File: config.mk
export PLATFORM = sky130hd
export DESIGN_NAME = bist_controller
export DESIGN_NICKNAME = d
export VERILOG_FILES = /design/src/rtl/bist_controller.sv
export SDC_FILE = /design/constraint.sdc
export NUM_CORES = 1
export LEC_CHECK = 0
export ABC_AREA = 0
export BUFFER_PORTS_ARGS = -buffer_cell sky130_fd_sc_hd__buf_4
export CAP_MARGIN = 10
export CORE_UTILIZATION = 60
export DETAILED_ROUTE_END_ITERATION = 16
export PLACE_DENSITY_LB_ADDON = 0.1
export RECOVER_POWER = 100
export SLEW_MARGIN = 15
export SYNTH_ARGS = -nofsm -noshare
export SYNTH_HDL_FRONTEND = slang
export SYNTH_SLANG_ARGS = --single-unit
File: constraint.sdc
create_clock -name clk -period 2.7 [get_ports clk]
set_input_delay 0.405 -clock clk [delete_from_list [all_inputs] [get_ports clk]]
set_output_delay 0.405 -clock clk [all_outputs]
set_load 0.03 [all_outputs]
File: src/rtl/bist_controller.sv
// BIST sequencer for a core FSM: LFSR impact generator, MISR response compactor, golden compare.
// Optional macro BIST_SYNC_TIMEOUT_EN bounds the SYNC phase and reports a timeout through bist_err.
module bist_controller #(
    parameter int unsigned N_PATTERNS   = 256,
    parameter logic [15:0] LFSR_SEED    = 16'hACE1,
    parameter logic [15:0] GOLDEN_SIG   = 16'h0000,
    parameter logic [3:0]  HOLD_IMPACT  = 4'b0100,
    parameter int unsigned SYNC_TIMEOUT = 64
) (
    input  logic        clk,
    input  logic        rst,
    input  logic        bist_start,
    input  logic [3:0]  core_result,
    output logic [3:0]  core_impact,
    output logic        core_sel,
    output logic        bist_busy,
    output logic        bist_done,
    output logic        bist_pass,
    output logic        bist_err,
    output logic [15:0] signature
);

    // An all-zero seed would lock the LFSR, so it is swapped for the default.
    localparam logic [15:0] SEED         = (LFSR_SEED == 16'h0000) ? 16'hACE1 : LFSR_SEED;
    localparam logic [15:0] LAST_PATTERN = 16'(N_PATTERNS - 1);

    typedef enum logic [2:0] {
        IDLE,
        SYNC,
        RUN,
        FLUSH,
        COMPARE,
        DONE
    } state_t;

    state_t state;
    state_t next_state;

    logic [15:0] lfsr;
    logic [15:0] misr;
    logic [15:0] pat_cnt;
    logic        capture;
    logic        pass_q;

    logic load_seed;
    logic lfsr_advance;
    logic misr_clear;
    logic cnt_clear;
    logic cnt_inc;
    logic flags_clear;
    logic pass_load;

    // Polynomial x^16+x^14+x^13+x^11+1, shifting toward the MSB.
    function automatic logic [15:0] poly_shift(input logic [15:0] v);
        return {v[14:0], v[15] ^ v[13] ^ v[12] ^ v[10]};
    endfunction

`ifdef BIST_SYNC_TIMEOUT_EN
    localparam logic [15:0] SYNC_LAST = 16'(SYNC_TIMEOUT - 1);

    logic [15:0] sync_cnt;
    logic        sync_clear;
    logic        sync_inc;
    logic        err_set;
    logic        err_q;
`endif

    always_ff @(posedge clk) begin
        if (rst) begin
            state <= IDLE;
        end else begin
            state <= next_state;
        end
    end

    always_comb begin
        next_state   = state;
        load_seed    = 1'b0;
        lfsr_advance = 1'b0;
        misr_clear   = 1'b0;
        cnt_clear    = 1'b0;
        cnt_inc      = 1'b0;
        flags_clear  = 1'b0;
        pass_load    = 1'b0;
        core_sel     = 1'b0;
        core_impact  = 4'b0000;
        bist_busy    = 1'b0;
        bist_done    = 1'b0;
`ifdef BIST_SYNC_TIMEOUT_EN
        sync_clear   = 1'b0;
        sync_inc     = 1'b0;
        err_set      = 1'b0;
`endif
        case (state)
            IDLE, DONE: begin
                bist_done = (state == DONE);
                if (bist_start) begin
                    next_state  = SYNC;
                    load_seed   = 1'b1;
                    misr_clear  = 1'b1;
                    flags_clear = 1'b1;
`ifdef BIST_SYNC_TIMEOUT_EN
                    sync_clear  = 1'b1;
`endif
                end
            end
            // Walk the core with pseudo-random impacts until it reaches its reset state.
            SYNC: begin
                core_sel  = 1'b1;
                bist_busy = 1'b1;
                if (core_result == 4'b0000) begin
                    core_impact = HOLD_IMPACT;
                    load_seed   = 1'b1;
                    misr_clear  = 1'b1;
                    cnt_clear   = 1'b1;
                    next_state  = RUN;
                end else begin
                    core_impact  = lfsr[3:0];
                    lfsr_advance = 1'b1;
`ifdef BIST_SYNC_TIMEOUT_EN
                    if (sync_cnt == SYNC_LAST) begin
                        err_set    = 1'b1;
                        next_state = DONE;
                    end else begin
                        sync_inc = 1'b1;
                    end
`endif
                end
            end
            RUN: begin
                core_sel     = 1'b1;
                bist_busy    = 1'b1;
                core_impact  = lfsr[3:0];
                lfsr_advance = 1'b1;
                cnt_inc      = 1'b1;
                if (pat_cnt == LAST_PATTERN) begin
                    next_state = FLUSH;
                end
            end
            FLUSH: begin
                core_sel    = 1'b1;
                bist_busy   = 1'b1;
                core_impact = HOLD_IMPACT;
                next_state  = COMPARE;
            end
            COMPARE: begin
                bist_busy  = 1'b1;
                pass_load  = 1'b1;
                next_state = DONE;
            end
            default: begin
                next_state = IDLE;
            end
        endcase
    end

    // The core answers one cycle late, so capture trails each RUN cycle by one.
    always_ff @(posedge clk) begin
        if (rst) begin
            lfsr    <= SEED;
            misr    <= 16'h0000;
            pat_cnt <= 16'h0000;
            capture <= 1'b0;
            pass_q  <= 1'b0;
        end else begin
            capture <= (state == RUN);

            if (load_seed) begin
                lfsr <= SEED;
            end else if (lfsr_advance) begin
                lfsr <= poly_shift(lfsr);
            end

            if (misr_clear) begin
                misr <= 16'h0000;
            end else if (capture) begin
                misr <= poly_shift(misr) ^ {12'h000, core_result};
            end

            if (cnt_clear) begin
                pat_cnt <= 16'h0000;
            end else if (cnt_inc) begin
                pat_cnt <= pat_cnt + 16'd1;
            end

            if (flags_clear) begin
                pass_q <= 1'b0;
            end else if (pass_load) begin
                pass_q <= (misr == GOLDEN_SIG);
            end
        end
    end

`ifdef BIST_SYNC_TIMEOUT_EN
    always_ff @(posedge clk) begin
        if (rst) begin
            sync_cnt <= 16'h0000;
            err_q    <= 1'b0;
        end else begin
            if (sync_clear) begin
                sync_cnt <= 16'h0000;
            end else if (sync_inc) begin
                sync_cnt <= sync_cnt + 16'd1;
            end

            if (flags_clear) begin
                err_q <= 1'b0;
            end else if (err_set) begin
                err_q <= 1'b1;
            end
        end
    end

    assign bist_err = err_q;
`else
    assign bist_err = 1'b0;
`endif

    assign bist_pass = pass_q;
    assign signature = misr;

endmodule

==> flow_summary_export.csv <==
group,metric,value,unit
die,io-pin-count,32,
route,detail-route-antenna-nets,0,
clocking,cts_made_buffers,5,
die,die_height,65.1,microns
grt,grt_pass1_wl,7760,microns
yosys,ys_async_sr_fraction,0,
route,total_wirelength,4580,microns
yosys,synth_cells,274,
route,routed_wire_length_per_instance,13.2,microns
yosys,synth_compound_area_frac,0.133,
hold_path,hold_depth,2,
sta,fin_ws,0.302,ns
clocking,clk_latency,0.31,ns
route,vias,1964,
final_layout,antenna_cells,0,
setup_path,cp.required,2.30,ns
sta,slew_headroom,0.414,
setup_path,r2r_end,"signature[4]$_SDFFE_PP0P_",
yosys,synthDominantAreaCellType,"sky130_fd_sc_hd__dfxtp_1",
power,peakVddDrop,0.000426,V
final_layout,most-common-layout-cells,"53 x sky130_fd_sc_hd__dfxtp_1, 29 x sky130_fd_sc_hd__nor2_1, 28 x sky130_fd_sc_hd__nand3_1",
setup_path,rr_worst_depth,5,
sta,tightestPinTransition,0.877,ns
route,drtIter0Drc,163,
setup_path,criticalPathCategory,"register to output pin",
power,leakage_power,0.848,nW
grt,grt_max_degree,20,
clocking,cts_hold_buffers,0,
yosys,number_of_distinct_library_cell_variants_in_the_gate_level_netlist_after_synthesis,44,
hold_path,min_path_type,"primary input to register",
setup_path,worstPathArrival,1.99,ns
placement,routability_driven_placement_congestion_ratio,0.806,
route,detail_route.first_pass.iterations,4,
route,via_per_inst,5.68,
placement,place_worst_setup_slack,0.592,ns
clocking,postCtsResizedCells,0,
grt,global_route.overflow_total,0,
yosys,ys.warnings.count,0,
sta,setup_viol_count_final,0,
yosys,synth.ff_latch_count,53,
die,design.core.area,3740,sq um
clocking,htreeDepth,2,
sta,timing.final.hold_violations,0,
yosys,yosys.area_share.simple,0.235,
clocking,root_buffer,"sky130_fd_sc_hd__clkbuf_8",
yosys,largest_family_of_logic_cells_by_synthesized_area,"simple AND/OR/NAND/NOR gates",
sta,rsz_0062_raised_after_global_routing,"false",
final_layout,fin_nets,305,
die,die_area,4230,sq um
yosys,synth_edf_count,0,
clocking,clk_path_buf_depth,2,
die,die_x,65.1,microns
run,drv.max_cap_violation_count,0,
final_layout,final_core_utilization,0.697,
yosys,synth_xor_xnor_area_share,0.0792,
yosys,synth_top_area_share,0.445,
clocking,cts.sinks,53,
run_status,status,"finished clean",
yosys,synth.avg_cell_area,8.71,sq um
die,fp-row-count,22,
final_layout,nFillCells,344,
hold_path,timing.hold.worst_endpoint,"state[2]$_SDFFE_PP0P_",
setup_path,critPathMaxFanout,12,
setup_path,r2r-start,"state[0]$_SDFFE_PP0P_",
setup_path,end_kind,"output pin",
hold_path,hp-start,"rst",
final_layout,most_common_cell_after_layout_fill_and_taps_aside,"sky130_fd_sc_hd__dfxtp_1",
sta,final.period_utilization,0.888,
setup_path,setup.worst_path.start_class,"register",
grt,grt_pass1_vias,1778,
sta,setup-tns-final,0,ns
yosys,synth_area_in_adders,0.00524,
clocking,cts_tree,"done",
yosys,synth_mux_area_frac,0.0545,
grt,total_global_route_track_usage,0.233,
placement,detailedPlacementHpwl,3190,microns
setup_path,ff2ff_setup_slack,0.63,ns
yosys,dominant_cells_by_area_after_synthesis,"sky130_fd_sc_hd__dfxtp_1 44%, sky130_fd_sc_hd__nand3_1 5.9%, sky130_fd_sc_hd__xnor2_1 5.9%",
yosys,synthesis.area,2390,sq um
grt,antenna_found_initial,0,
yosys,synth_ff_type,"sky130_fd_sc_hd__dfxtp_1",
placement,port_buffers,30,
yosys,syn-num-nets,282,
final_layout,layout-drive-gt1-share,0.0705,
die,start_util,0.637,
yosys,synth_sequential_area_ratio,0.445,
power,pwr_density_cell,527,nW/um^2
sta,skew,0.00812,ns
sta,finalWorstPathRequiredPeriod,2.40,ns
final_layout,syn2layout_area_growth,9.28,%
power,finalPower,0.00138,W
sta,finalMaxSlewViolations,0,
sta,timing.fmax,417,MHz
route,drc_violations_left,0,
clocking,cts.reportedPaths.clkPinSlew,0.10,ns
clocking,post_cts.repair.setup_buffers,0,
synth_stat cells, types with 2 or more instances:
cell	instances
sky130_fd_sc_hd__nand2_1	11
sky130_fd_sc_hd__a31oi_1	3
sky130_fd_sc_hd__mux2i_1	13
sky130_fd_sc_hd__buf_2	3
sky130_fd_sc_hd__nand2b_1	3
sky130_fd_sc_hd__nor3_1	5
sky130_fd_sc_hd__nand4_1	3
sky130_fd_sc_hd__o21ai_0	21
sky130_fd_sc_hd__a211oi_1	4
sky130_fd_sc_hd__xnor2_1	16
sky130_fd_sc_hd__or3_1	2
sky130_fd_sc_hd__and3_1	3
sky130_fd_sc_hd__nand3_1	28
sky130_fd_sc_hd__o31ai_1	2
sky130_fd_sc_hd__or4_1	3
sky130_fd_sc_hd__nor4_1	9
sky130_fd_sc_hd__buf_1	3
sky130_fd_sc_hd__a311o_1	2
sky130_fd_sc_hd__dfxtp_1	53
sky130_fd_sc_hd__nor2_1	29
sky130_fd_sc_hd__xor2_1	3
sky130_fd_sc_hd__o21a_1	3
sky130_fd_sc_hd__inv_1	8
sky130_fd_sc_hd__clkbuf_1	10
sky130_fd_sc_hd__a21oi_1	15
routing by layer:
layer  GRT usage  vias to the layer above  routed length, microns
li1            -                     1008                       -
met1       0.315                      920                    2340
met2       0.379                       32                    2050
met3      0.0423                        4                     143
met4      0.0679                        0                      42
met5           0                        -                       0
state kept, by name (all words and copies together) (netlist names):
name       count
bist_pass      1
capture        1
state          3
lfsr          16
signature     16
pat_cnt       16
stage by stage:
step                      area, sq um  cells  hold slack, ns
after detailed placement         2620    338           0.469
final                            2610    346           0.301
after floorplan                  2390    274           0.447
after global placement           2620    338           0.460
after CTS                        2710    346           0.290
after global routing             2610    346           0.297
worst max-delay path, stage by stage (launching register included):
cell and delay (ns):
sky130_fd_sc_hd__dfxtp_1 0.54, sky130_fd_sc_hd__nand2b_1 0.16, sky130_fd_sc_hd__o21ai_1 0.51, sky130_fd_sc_hd__nand3_1 0.19
sky130_fd_sc_hd__inv_1 0.10, sky130_fd_sc_hd__clkbuf_2 0.20
logic make-up after synthesis:
| kind of cell | count (synthesis) |
|---|---|
| DFF | 53 |
| adders and majority gates | 1 |
| xor gates and xnor gates | 20 |
| other | 1 |
| and+or+nand+nor | 106 |
| AOI/OAI and AO/OA | 54 |
| muxes | 13 |
| buffers and inverters | 26 |
worst max path at each step:
stage,startpoint,end,slack (ns),cells past startpoint
2_1_floorplan,state[2]$_SDFFE_PP0P_,core_impact[2],0.83,4
5_1_grt,state[0]$_SDFFE_PP0P_,core_impact[3],0.11,5
6_report,state[0]$_SDFFE_PP0P_,core_impact[0],0.30,5
3_5_place_dp,core_result[1],core_impact[0],0.59,6
4_1_cts,state[0]$_SDFFE_PP0P_,core_impact[0],0.35,5
3_3_place_gp,core_result[1],core_impact[3],0.64,6
power by group:
part	internal (W)	switching, W	leakage (nW)
Clock	0.000182	0.000260	0.0364
Combinational	0.0000446	0.0000776	0.383
Sequential	0.000798	0.0000138	0.429
final cells by class:
| class | instances | area, sq um | share of cell area |
|---|---|---|---|
| clock inverter | 3 | 22.5 | 0.00864 |
| clock buffer | 5 | 68.8 | 0.0264 |
| timing repair buffer | 34 | 158 | 0.0605 |
| tap | 48 | 60.1 | 0.0230 |
| inverter | 8 | 30.0 | 0.0115 |
| multi-input combinational | 195 | 1210 | 0.463 |
| sequential | 53 | 1060 | 0.407 |
Power figures use the tool's default switching activity.
